<file path="src/rtl/fragment_write_buffer_pkg.sv">
// Shared definitions for the fragment write buffer: framebuffer geometry,
// fragment layout, RGB565 field positions and write FSM state encodings.
package fragment_write_buffer_pkg;

  localparam int FB_WIDTH      = 640;
  localparam int FB_HEIGHT     = 400;
  localparam int FB_NUM_PIXELS = FB_WIDTH * FB_HEIGHT;
  localparam int FB_ADDR_WIDTH = 18;

  localparam int COLOR_WIDTH = 64;
  localparam int LANE_WIDTH  = 16;
  localparam int PIX_WIDTH   = 16;
  localparam int FRAG_WIDTH  = FB_ADDR_WIDTH + COLOR_WIDTH;

  // RGB565 field positions inside the packed pixel
  localparam int RGB_R_LSB = 11;
  localparam int RGB_G_LSB = 5;
  localparam int RGB_B_LSB = 0;

  typedef enum logic {
    ST_IDLE  = 1'b0,
    ST_WRITE = 1'b1
  } wr_state_e;

  typedef struct packed {
    logic [FB_ADDR_WIDTH-1:0] addr;
    logic [COLOR_WIDTH-1:0]   color;
  } frag_t;

  // Keep the top bits of the low byte of the R, G and B lanes; alpha is unused.
  function automatic logic [PIX_WIDTH-1:0] pack_rgb565(input logic [COLOR_WIDTH-1:0] color);
    logic [PIX_WIDTH-1:0] pix;
    pix = '0;
    pix[RGB_R_LSB +: 5] = color[0*LANE_WIDTH+3 +: 5];
    pix[RGB_G_LSB +: 6] = color[1*LANE_WIDTH+2 +: 6];
    pix[RGB_B_LSB +: 5] = color[2*LANE_WIDTH+3 +: 5];
    return pix;
  endfunction

endpackage

</file>
<file path="src/rtl/fragment_write_buffer_fifo.sv">
// Synchronous FIFO holding pending fragments. Push and pop may happen in the
// same cycle, including when full, in which case the occupancy is unchanged.
module sync_fifo
  import fragment_write_buffer_pkg::*;
#(
  parameter int WIDTH = FRAG_WIDTH,
  parameter int DEPTH = 8
) (
  input  logic                       clk_i,
  input  logic                       rst_i,
  input  logic                       push_i,
  input  logic [WIDTH-1:0]           wr_data_i,
  input  logic                       pop_i,
  output logic [WIDTH-1:0]           rd_data_o,
  output logic                       full_o,
  output logic                       empty_o,
  output logic [$clog2(DEPTH):0]     count_o
);

  localparam int AW = $clog2(DEPTH);

  logic [WIDTH-1:0] mem_q [DEPTH];
  logic [AW-1:0]    wr_ptr_q, wr_ptr_d;
  logic [AW-1:0]    rd_ptr_q, rd_ptr_d;
  logic [AW:0]      count_q,  count_d;
  logic             do_push, do_pop;

  assign full_o    = (count_q == (AW+1)'(DEPTH));
  assign empty_o   = (count_q == '0);
  assign count_o   = count_q;
  assign rd_data_o = mem_q[rd_ptr_q];

  assign do_push = push_i && (!full_o || pop_i);
  assign do_pop  = pop_i && !empty_o;

  // Next pointer and occupancy values; pointers wrap because DEPTH is a power of two.
  always_comb begin
    // NOTE: every signal gets a default before any condition so no latch is inferred.
    wr_ptr_d = wr_ptr_q;
    rd_ptr_d = rd_ptr_q;
    count_d  = count_q;
    if (do_push) wr_ptr_d = wr_ptr_q + AW'(1);
    if (do_pop)  rd_ptr_d = rd_ptr_q + AW'(1);
    case ({do_push, do_pop})
      2'b10:   count_d = count_q + (AW+1)'(1);
      2'b01:   count_d = count_q - (AW+1)'(1);
      default: count_d = count_q;
    endcase
  end

  // Storage array written on push.
  // NOTE: the data array is deliberately not reset; only pointers and count define validity.
  always_ff @(posedge clk_i) begin
    if (do_push) mem_q[wr_ptr_q] <= wr_data_i;
  end

  // Pointer and occupancy registers.
  always_ff @(posedge clk_i or posedge rst_i) begin
    // NOTE: sequential state uses non-blocking assignments so all registers update together.
    if (rst_i) begin
      wr_ptr_q <= '0;
      rd_ptr_q <= '0;
      count_q  <= '0;
    end else begin
      wr_ptr_q <= wr_ptr_d;
      rd_ptr_q <= rd_ptr_d;
      count_q  <= count_d;
    end
  end

endmodule

</file>
<file path="src/rtl/fragment_write_buffer.sv">
// Fragment write buffer: queues rasterizer fragments, packs colour to RGB565
// and writes them to the framebuffer SRAM, with stall and flush reporting.
module fragment_write_buffer
  import fragment_write_buffer_pkg::*;
#(
  parameter int DEPTH     = 8,
  parameter int FB_PIXELS = FB_NUM_PIXELS,
  parameter int CNT_WIDTH = 16
) (
  input  logic                     I_CLOCK,
  input  logic                     I_RESET,
  input  logic                     I_FragValid,
  input  logic [FB_ADDR_WIDTH-1:0] I_FragAddr,
  input  logic [COLOR_WIDTH-1:0]   I_FragColor,
  input  logic                     I_Flush,
  input  logic                     I_MemReady,
  output logic                     O_Stall,
  output logic                     O_MemWe,
  output logic [FB_ADDR_WIDTH-1:0] O_MemAddr,
  output logic [PIX_WIDTH-1:0]     O_MemData,
  output logic                     O_FlushDone,
  output logic                     O_Busy,
  output logic [CNT_WIDTH-1:0]     O_FragCount,
  output logic [CNT_WIDTH-1:0]     O_DropCount
);

  localparam int CW = $clog2(DEPTH) + 1;

  wr_state_e              state_q, state_d;
  logic [FB_ADDR_WIDTH-1:0] addr_q, addr_d;
  logic [PIX_WIDTH-1:0]   data_q, data_d;
  logic [CNT_WIDTH-1:0]   frag_cnt_q, frag_cnt_d;
  logic [CNT_WIDTH-1:0]   drop_cnt_q, drop_cnt_d;
  logic                   flush_pending_q, flush_pending_d;

  logic                   fifo_full, fifo_empty, pop;
  logic [CW-1:0]          fifo_count;
  logic [FRAG_WIDTH-1:0]  fifo_rd_data;
  frag_t                  head, in_frag;
  logic                   accept, in_range, push, drop, flush_done;

  // A full FIFO can still take a fragment when the head leaves in the same cycle.
  assign O_Stall  = fifo_full && !pop;
  assign accept   = I_FragValid && !O_Stall;
  assign in_range = (32'(I_FragAddr) < FB_PIXELS);
  assign push     = accept && in_range;
  assign drop     = accept && !in_range;

  assign in_frag.addr  = I_FragAddr;
  assign in_frag.color = I_FragColor;
  assign head          = frag_t'(fifo_rd_data);

  sync_fifo #(
    .WIDTH (FRAG_WIDTH),
    .DEPTH (DEPTH)
  ) u_fifo (
    .clk_i     (I_CLOCK),
    .rst_i     (I_RESET),
    .push_i    (push),
    .wr_data_i (in_frag),
    .pop_i     (pop),
    .rd_data_o (fifo_rd_data),
    .full_o    (fifo_full),
    .empty_o   (fifo_empty),
    .count_o   (fifo_count)
  );

  // Write FSM: present one fragment at a time, reload back-to-back on each accepted write.
  always_comb begin
    state_d    = state_q;
    pop        = 1'b0;
    addr_d     = addr_q;
    data_d     = data_q;
    frag_cnt_d = frag_cnt_q;
    case (state_q)
      ST_IDLE: begin
        if (!fifo_empty) begin
          pop     = 1'b1;
          state_d = ST_WRITE;
        end
      end
      ST_WRITE: begin
        if (I_MemReady) begin
          frag_cnt_d = frag_cnt_q + CNT_WIDTH'(1);
          if (!fifo_empty) pop = 1'b1;
          else             state_d = ST_IDLE;
        end
      end
      default: state_d = ST_IDLE;
    endcase
    if (pop) begin
      addr_d = head.addr;
      data_d = pack_rgb565(head.color);
    end
  end

  // Drop counting and flush tracking; a repeated flush while pending changes nothing.
  always_comb begin
    drop_cnt_d      = drop ? drop_cnt_q + CNT_WIDTH'(1) : drop_cnt_q;
    flush_done      = flush_pending_q && fifo_empty && (state_q == ST_IDLE) && !push;
    flush_pending_d = flush_done ? 1'b0 : (flush_pending_q || I_Flush);
  end

  // State, write-port and counter registers; reset abandons any in-flight write.
  always_ff @(posedge I_CLOCK or posedge I_RESET) begin
    if (I_RESET) begin
      state_q         <= ST_IDLE;
      addr_q          <= '0;
      data_q          <= '0;
      frag_cnt_q      <= '0;
      drop_cnt_q      <= '0;
      flush_pending_q <= 1'b0;
    end else begin
      state_q         <= state_d;
      addr_q          <= addr_d;
      data_q          <= data_d;
      frag_cnt_q      <= frag_cnt_d;
      drop_cnt_q      <= drop_cnt_d;
      flush_pending_q <= flush_pending_d;
    end
  end

  assign O_MemWe     = (state_q == ST_WRITE);
  assign O_MemAddr   = addr_q;
  assign O_MemData   = data_q;
  assign O_FlushDone = flush_done;
  assign O_Busy      = (fifo_count != '0) || (state_q == ST_WRITE);
  assign O_FragCount = frag_cnt_q;
  assign O_DropCount = drop_cnt_q;

endmodule

</file>
<file path="config.mk">
export PLATFORM = sky130hd
export DESIGN_NAME = fragment_write_buffer
export DESIGN_NICKNAME = d
export VERILOG_FILES = /design/src/rtl/fragment_write_buffer_pkg.sv /design/src/rtl/fragment_write_buffer_fifo.sv /design/src/rtl/fragment_write_buffer.sv
export SDC_FILE = /design/constraint.sdc
export NUM_CORES = 1
export LEC_CHECK = 0
export CAP_MARGIN = 15
export CORE_UTILIZATION = 47
export DETAILED_ROUTE_END_ITERATION = 8
export PLACE_DENSITY = 0.68
export SLEW_MARGIN = 25
export SYNTH_ARGS = -nofsm -noshare
export SYNTH_HDL_FRONTEND = slang
export SYNTH_HIERARCHICAL = 1
export SYNTH_SLANG_ARGS = --single-unit
</file>
<file path="constraint.sdc">
create_clock -name I_CLOCK -period 10.2 [get_ports I_CLOCK]
set_input_delay 1.53 -clock I_CLOCK [delete_from_list [all_inputs] [get_ports I_CLOCK]]
set_output_delay 1.53 -clock I_CLOCK [all_outputs]
set_load 0.05 [all_outputs]
</file>
==> out/qor.yml, run 1 <==
cts:
  cts-root-buf: "clkbuf_16"
  cts_resized: 0
  clock_path_buffers: 3
  cts_hold_buf: 0
  postCtsSetupBuffers: 0
  cts_tree: "built"
  clk_latency_ns: 0.51
  cts.sinks: 350
  cts_made_buffers: 37
  htreeDepth: 2
  path_clk_slew_ns: 0.06
power:
  p_int_mw: 3.259
  switching_share_pct: 32.51
  vdd_drop_max_mv: 0.1750
  total_power_mw: 4.829
  seq_power_share_pct: 41.5
  p_per_area_mw_per_mm2: 292.1
  power_frac_comb_pct: 31.9
  p_switching_mw: 1.570
  cellLeakagePower_nw: 5.652
  p_clk_share_pct: 26.6
global_routing:
  grt_max_degree: 71
  grt_pass1_wl_um: 41110
  grt_overflow_total: 0
  antenna_found_initial: 1
  grt.total_usage_pct: 18.05
  grt_pass1_vias: 7120
timing:
  finalSetupViolCount: 0
  fin_crit_sh_pct: 52.39
  rsz0062_at_grt: "no"
  fin_crit_ns: 5.344
  max_slew_margin_pct: 41.62
  max_freq_ghz: 0.1871
  report.final.slew_viol_count: 0
  fin_skew_ns: 0.01140
  setup_tns_ns: 0
  worst_pin_slew_ns: 0.8757
  layout_setup_ws_ns: 4.856
  hold_violations: 0
  hold_slack_ns: 0.4751
worst_setup_path:
  worst_ep_required_time_ns: 8.67
  reg2reg_depth: 9
  path_max_fanout: 17
  worstPathArrival_ns: 3.81
  cp-end-kind: "output pin"
  start_kind: "primary input"
  path_class: "primary input to output pin"
cells_and_area:
  post_route_cells_drive_above_1_share_pct: 24.15
  syn_to_final_growth_pct: 19.35
  final_common_cell: "edfxtp_1"
  num-fill-cells: 2125
  layout_common_cells: "edfxtp_1, clkdlybuf4s50_1, dfrtp_1, mux4_2, mux2_2"
  antenna_cells: 0
  final_core_util_pct: 57.29
  finalNetCount: 919
floorplan:
  start_util_pct: 48.01
  core-area_mm2: 0.02886
  ios: 157
  rows: 62
  die_w_um: 173.7
  die_h_um: 173.7
  die_area_mm2: 0.03017
synthesis:
  avgSynthCellArea_um2: 19.82
  syn_inst: 699
  syn_nets: 794
  yosysWarnings: 6
  syn_area_mm2: 0.01385
detailed_routing:
  wirelength_um: 26500
  wl_per_cell_um: 21.42
  vias: 6763
  drtPass1Iterations: 6
  drc: 0
  via_per_inst: 5.467
  drtIter0Drc: 496
  ant_nets: 0
placement:
  hpwl_um: 15330
  port_buffers: 108
  globalplace.congestion: 0.7310
  pre_cts_slack_ns: 4.866
hold_path:
  hold_depth: 1
  hold_class: "flop to flop"
job:
  cap_violations: 0
outcome:
  run_status: "completed"
==> critical path, cell delays in order <==
cell and delay [ns]:
clkdlybuf4s50_1 0.66, nand4_1 0.20, nor2_1 0.17, buf_4 0.23, o311a_1 0.20, clkdlybuf4s50_1 0.81
==> state kept, by name (all words and copies together), names as in the netlist <==
| signal | cells |
|---|---|
| O_MemWe | 1 |
| O_MemAddr | 18 |
| O_MemData | 16 |
| O_DropCount | 16 |
| O_FragCount | 16 |
| u_fifo/mem_q | 272 |
| flush_pending_q | 1 |
| u_fifo/rd_ptr_q | 3 |
| u_fifo/wr_ptr_q | 3 |
| u_fifo/count_o | 4 |
==> worst paths after layout <==
check	from	end	slack [ns]
setup / recovery	I_FragAddr[17]	O_FlushDone	4.86
hold / removal	O_DropCount[15]$_DFFE_PP0P_	O_DropCount[15]$_DFFE_PP0P_	0.48
setup reg to reg	u_fifo/count_o[0]$_DFFE_PP0P_	u_fifo/count_o[3]$_DFFE_PP0P_	6.55
hold reg to reg	O_DropCount[15]$_DFFE_PP0P_	O_DropCount[15]$_DFFE_PP0P_	0.48
max in group asynchronous	I_RESET	O_MemAddr[16]$_DFFE_PP0P_	7.77
min in group asynchronous	I_RESET	u_fifo/count_o[2]$_DFFE_PP0P_	1.37
==> power by group through the flow <==
stage,Clock [mW],Combinational [mW],Sequential [mW]
finish,1.28,1.54,2.01
global route,1.37,1.64,2.04
CTS,1.31,1.52,2.05
detailed placement,0,1.52,2.07
global placement,0,1.49,2.05
floorplan,0,0.905,2.26
==> per-layer routing <==
| layer | global-route usage [%] | up-vias | share of wire (%) |
|---|---|---|---|
| met5 | 0 | - | 0.049 |
| met4 | 4.459 | 2 | 1.7 |
| met3 | 3.443 | 42 | 4.8 |
| met2 | 31.17 | 177 | 50 |
| met1 | 23.66 | 3532 | 43 |
| li1 | - | 3010 | - |
==> final cells by class <==
type	instances	area [um2]	share of cell area, %
Sequential cell	350	10130	61.26
Multi-Input combinational cell	292	3458	20.92
Timing Repair Buffer	126	1229	7.432
Clock buffer	42	964.7	5.835
Tap cell	384	480.5	2.906
Clock inverter	26	207.7	1.256
Inverter	17	65.06	0.3935
==> through the flow <==
step / std cells / instance area (um2)
6_report: 1237 / 16530
5_1_grt: 1237 / 16530
4_1_cts: 1236 / 16510
3_5_place_dp: 1168 / 15340
3_3_place_gp: 1168 / 15340
2_1_floorplan: 699 / 13850
(Power assumes the default switching activity.)
==> run 2: changes to the inputs <==
Clock period 10.2 ns to 4.9 ns, I/O delays scaled along.
==> out/qor.yml, run 2 (same netlist as run 1, synthesis figures left out) <==
outcome:
  run_status: "completed"
cts:
  path_clk_slew_ns: 0.06  # about the same
  cts_made_buffers: 37  # unchanged
  cts_resized: 0  # unchanged
  cts-root-buf: "clkbuf_16"
  cts_tree: "built"
  htreeDepth: 2  # unchanged
  clock_path_buffers: 3  # unchanged
  postCtsSetupBuffers: 0  # unchanged
  clk_latency_ns: 0.52  # about the same
  cts_hold_buf: 0  # unchanged
  cts.sinks: 350  # unchanged
worst_setup_path:
  max_stage_delay_ns: 0.82  # about the same
  worst_ep_required_time_ns: 4.16  # -4.51 ns
  slowest_stage: "clkdlybuf4s50_1"
  cp_cell_sequence: "clkdlybuf4s50_1 > nand4_1 > nor2_1 > buf_4 > o311a_1 > clkdlybuf4s50_1"
  worstPathArrival_ns: 3.12  # -0.69 ns
  start_kind: "primary input"
  crit_top_cell: "clkdlybuf4s50_1"
  path_class: "primary input to output pin"
  path_max_fanout: 16  # -1
  cp-end-kind: "output pin"
floorplan:
  die_area_mm2: 0.03017  # unchanged
  rows: 62  # unchanged
  start_util_pct: 48.01  # unchanged
  ios: 157  # unchanged
  die_h_um: 173.7  # unchanged
  core-area_mm2: 0.02886  # unchanged
  die_w_um: 173.7  # unchanged
power:
  total_power_mw: 10.11  # +110%
  power_frac_comb_pct: 30.6  # -1.3 points
  p_switching_mw: 3.233  # +110%
  p_int_mw: 6.873  # +110%
  cellLeakagePower_nw: 5.651  # about the same
  vdd_drop_max_mv: 0.3305  # +89%
  seq_power_share_pct: 42.5  # +1.0 points
  switching_share_pct: 31.99  # -0.52 points
  p_per_area_mw_per_mm2: 609.7  # +110%
  p_clk_share_pct: 26.8  # +0.2 points
global_routing:
  grt_pass1_vias: 7242  # +1.7%
  grt.total_usage_pct: 18.30  # +0.25 points
  grt_pass1_wl_um: 41840  # +1.8%
  antenna_found_initial: 0  # -1
  grt_max_degree: 71  # unchanged
  grt_overflow_total: 0  # unchanged
cells_and_area:
  finalNetCount: 918  # -0.11%
  post_route_cells_drive_above_1_share_pct: 23.59  # -0.56 points
  largest_reg_flops: 272  # unchanged
  regMostFlops: "u_fifo/mem_q"
  final_common_cell: "edfxtp_1"
  layout_common_cells: "edfxtp_1, clkdlybuf4s50_1, dfrtp_1, mux4_2, mux2_2"
  antenna_cells: 0  # unchanged
  syn_to_final_growth_pct: 19.64
timing:
  max_freq_ghz: 0.2592
  fin_skew_ns: 0.01632  # +0.004924 ns
  report.final.slew_viol_count: 0  # unchanged
  max_slew_margin_pct: 30.86  # -11 points
  fin_crit_sh_pct: 78.73
  hold_violations: 0  # unchanged
  setup_tns_ns: 0  # unchanged
  fin_crit_ns: 3.858
  worst_pin_slew_ns: 1.037  # +0.1614 ns
  rsz0062_at_grt: "no"
  finalSetupViolCount: 0  # unchanged
detailed_routing:
  drtPass1Iterations: 4  # -2
  via_per_inst: 5.465  # about the same
  vias: 6755  # -0.12%
  ant_nets: 0  # unchanged
  wirelength_um: 26550  # +0.17%
  drtIter0Drc: 367  # -26%
  drc: 0  # unchanged
  wl_per_cell_um: 21.48  # +0.25%
hold_path:
  hold_class: "flop to flop"
placement:
  port_buffers: 108  # unchanged
  globalplace.congestion: 0.7796  # +6.6%
  hpwl_um: 15460  # +0.90%
job:
  cap_violations: 0  # unchanged
run 2: worst paths after layout:
| kind | from | cells after the start | slack (ns) | end |
|---|---|---|---|---|
| min in group asynchronous | I_RESET | 2 | 0.57 | u_fifo/rd_ptr_q[1]$_DFFE_PP0P_ |
| setup reg to reg | u_fifo/count_o[0]$_DFFE_PP0P_ | 9 | 1.19 | u_fifo/count_o[3]$_DFFE_PP0P_ |
| max in group asynchronous | I_RESET | 3 | 3.22 | O_MemData[2]$_DFFE_PP0P_ |
| hold reg to reg | O_DropCount[15]$_DFFE_PP0P_ | 1 | 0.48 | O_DropCount[15]$_DFFE_PP0P_ |
| setup / recovery | I_FragAddr[16] | 6 | 1.04 | O_FlushDone |
| hold / removal | O_DropCount[15]$_DFFE_PP0P_ | 1 | 0.48 | O_DropCount[15]$_DFFE_PP0P_ |
run 2: per-stage QoR:
step | setup slack [ns] | instances | area (um2) | hold slack (ns) | util [%]
global placement | 0.7450 | 1168 | 15390 | 0.4602 | 53.32
finish | 1.042 | 1236 | 16570 | 0.4808 | 57.44
CTS | 0.9645 | 1236 | 16570 | 0.4845 | 57.44
floorplan | 0.03179 | 699 | 13860 | 0.4639 | -
detailed placement | 0.6132 | 1168 | 15390 | 0.4731 | 53.32
global route | 0.8382 | 1236 | 16570 | 0.5050 | 57.44
run 2: cell type report:
class | count | area [um2]
clock buffer | 54 | 1062
multi-input combinational | 292 | 3467
sequential | 350 | 10130
fill | 2129 | 12280
clock inverter | 14 | 125.1
timing repair buffer | 125 | 1246
inverter | 17 | 65.06
tap | 384 | 480.5
run 2: power by group through the flow:
stage                     clock [mW]  combinational (mW)  sequential (mW)
after floorplan                    0                1.89             4.70
after global placement             0                3.07             4.34
after detailed placement           0                3.13             4.38
after CTS                       2.77                3.15             4.32
after global routing            2.88                3.30             4.39
final                           2.71                3.10             4.30
run 2: metal layers:
layer,vias up,track usage (%),part of all wire [%]
li1,3005,-,-
met5,-,0,0
met2,167,32.06,51
met4,0,6.140,2.7
met1,3532,23.12,42
met3,51,3.158,4.5
run 2: worst max-delay path: cells and delay by family:
kind                   cells  cell delay, ns
AO/OA/AOI/OAI              1            0.21
buffers and inverters      3            1.72
AND/OR/NAND/NOR            2            0.45
==> run 3: changes to the inputs <==
Clock period 4.9 ns to 3.4 ns, I/O delays scaled along.
==> out/qor.yml, run 3 (same netlist as run 1, synthesis figures left out) <==
outcome:
  run_status: "completed"
power:
  p_clk_share_pct: 27.8  # +1.0 points
  p_int_mw: 10.17  # +48%
  cellLeakagePower_nw: 5.796  # +2.6%
  p_per_area_mw_per_mm2: 886.9  # +45%
  vdd_drop_max_mv: 0.4807  # +45%
  total_power_mw: 14.98  # +48%
  switching_share_pct: 32.12  # +0.12 points
  power_frac_comb_pct: 32.0  # +1.4 points
  p_switching_mw: 4.810  # +49%
  seq_power_share_pct: 40.2  # -2.3 points
detailed_routing:
  drtPass1Iterations: 4  # unchanged
  vias: 6882  # +1.9%
  via_per_inst: 5.479  # +0.26%
  drc: 0  # unchanged
  drtIter0Drc: 467  # +27%
  wirelength_um: 27110  # +2.1%
  wl_per_cell_um: 21.58  # +0.48%
  ant_nets: 0  # unchanged
worst_setup_path:
  path_max_fanout: 8  # -8
  slowest_stage: "or4b_4"
  path_class: "flop to flop"
  r2r_start: "u_fifo/count_o[0]$_DFFE_PP0P_"
  worstPathArrival_ns: 3.48  # +0.36 ns
  start_kind: "flop"
  cp_cell_sequence: "or4b_4 > inv_1 > nor2b_4 > nor3_2 > o21ai_4 > ha_1 > buf_4 > ha_1 > a21oi_1 > mux2_2 > o211ai_1"
  critPathLaunch: "u_fifo/count_o[0]$_DFFE_PP0P_"
  cp-end-kind: "flop"
  reg2reg_depth: 11  # +2
  crit_top_cell: "ha_1"
  reg2reg_to: "u_fifo/count_o[3]$_DFFE_PP0P_"
  worst_ep_required_time_ns: 3.83  # -0.33 ns
  max_stage_delay_ns: 0.62  # -0.20 ns
  rrSetupSlack_ns: 0.34  # -0.85 ns
global_routing:
  grt_pass1_wl_um: 42880  # +2.5%
  antenna_found_initial: 1  # +1
  grt_max_degree: 45  # -37%
  grt.total_usage_pct: 18.66  # +0.37 points
  grt_pass1_vias: 7422  # +2.5%
  grt_overflow_total: 0  # unchanged
floorplan:
  ios: 157  # unchanged
  die_area_mm2: 0.03017  # unchanged
  die_w_um: 173.7  # unchanged
  core-area_mm2: 0.02886  # unchanged
  start_util_pct: 48.01  # unchanged
  die_h_um: 173.7  # unchanged
  rows: 62  # unchanged
cts:
  cts-root-buf: "clkbuf_16"
  cts.sinks: 350  # unchanged
  clk_latency_ns: 0.54  # +0.02 ns
  path_clk_slew_ns: 0.06  # about the same
  cts_resized: 0  # unchanged
  cts_tree: "built"
  cts_hold_buf: 0  # unchanged
  htreeDepth: 2  # unchanged
  cts_made_buffers: 38  # +2.7%
  clock_path_buffers: 3  # unchanged
  postCtsSetupBuffers: 0  # unchanged
timing:
  finalSetupViolCount: 0  # unchanged
  max_freq_ghz: 0.3270
  setup_tns_ns: 0  # unchanged
  hold_slack_ns: 0.3973  # -0.08349 ns
  rsz0062_at_grt: "no"
  report.final.slew_viol_count: 0  # unchanged
  worst_pin_slew_ns: 0.8699  # -0.1673 ns
  max_slew_margin_pct: 41.75  # +11 points
  fin_crit_ns: 3.058
  fin_crit_sh_pct: 89.93
  fin_skew_ns: 0.02781  # +0.01149 ns
  hold_violations: 0  # unchanged
placement:
  globalplace.congestion: 0.7342  # -5.8%
  port_buffers: 108  # unchanged
  hpwl_um: 16100  # +4.1%
cells_and_area:
  regMostFlops: "u_fifo/mem_q"
  syn_to_final_growth_pct: 21.90
  largest_reg_flops: 272  # unchanged
  antenna_cells: 0  # unchanged
  finalNetCount: 937  # +2.1%
  final_common_cell: "edfxtp_1"
  post_route_cells_drive_above_1_share_pct: 25.80  # +2.2 points
  final_core_util_pct: 58.52  # +1.1 points
  layout_common_cells: "edfxtp_1, clkdlybuf4s50_1, dfrtp_1, mux4_2, mux2_2"
  num-fill-cells: 2113  # -0.75%
job:
  cap_violations: 0  # unchanged
hold_path:
  hold_class: "primary input to asynchronous set/reset pin"
## run 3: how the worst max path moves through the flow
stage | depth (start not counted) | to | slack, ns
after floorplan | 6 | u_fifo/mem_q[6][18]$_DFFE_PP_ | 0.05
after global placement | 11 | u_fifo/count_o[3]$_DFFE_PP0P_ | 0.11
after detailed placement | 11 | u_fifo/count_o[3]$_DFFE_PP0P_ | 0.02
after CTS | 10 | u_fifo/count_o[3]$_DFFE_PP0P_ | 0.35
after global routing | 11 | u_fifo/count_o[3]$_DFFE_PP0P_ | 0.18
final | 11 | u_fifo/count_o[3]$_DFFE_PP0P_ | 0.34
## run 3: critical path, delay by kind of cell (launching register included)
| kind | cells | cell delay [ns] |
|---|---|---|
| buf+inv | 2 | 0.31 |
| flops | 1 | 0.47 |
| compound gates | 3 | 0.46 |
| fa+ha+maj | 2 | 0.49 |
| simple gates | 3 | 0.87 |
| mux | 1 | 0.36 |
## run 3: through the flow
step | cells | cell area, um2 | setup WS [ns]
after floorplan | 699 | 13920 | 0.04710
after global placement | 1186 | 15590 | 0.1127
after detailed placement | 1186 | 15590 | 0.02360
after CTS | 1256 | 16890 | 0.3513
after global routing | 1256 | 16890 | 0.1848
final | 1256 | 16890 | 0.3422
## run 3: power groups by stage
stage          logic, mW  registers, mW  clock network, mW
4_1_cts             4.88           6.04               4.24
2_1_floorplan       2.74           6.78                  0
5_1_grt             5.11           6.12               4.41
3_3_place_gp        4.74           6.06                  0
3_5_place_dp        4.85           6.13                  0
6_report            4.79           6.02               4.17
## run 3: final cells by class
type                            count  area, um2  share of cell area [%]
Inverter                           17      65.06                  0.3853
Clock buffer                       49       1012                   5.994
Tap cell                          384      480.5                   2.845
Clock inverter                     21      281.5                   1.667
Sequential cell                   350      10130                   59.98
Timing Repair Buffer              143       1414                   8.372
Multi-Input combinational cell    292       3505                   20.75
## run 3: metal layers
metal | routed length (um) | track usage (%)
met5 | 11 | 0
met4 | 485 | 5.007
met3 | 1542 | 3.421
met2 | 13640 | 31.61
met1 | 11430 | 24.95
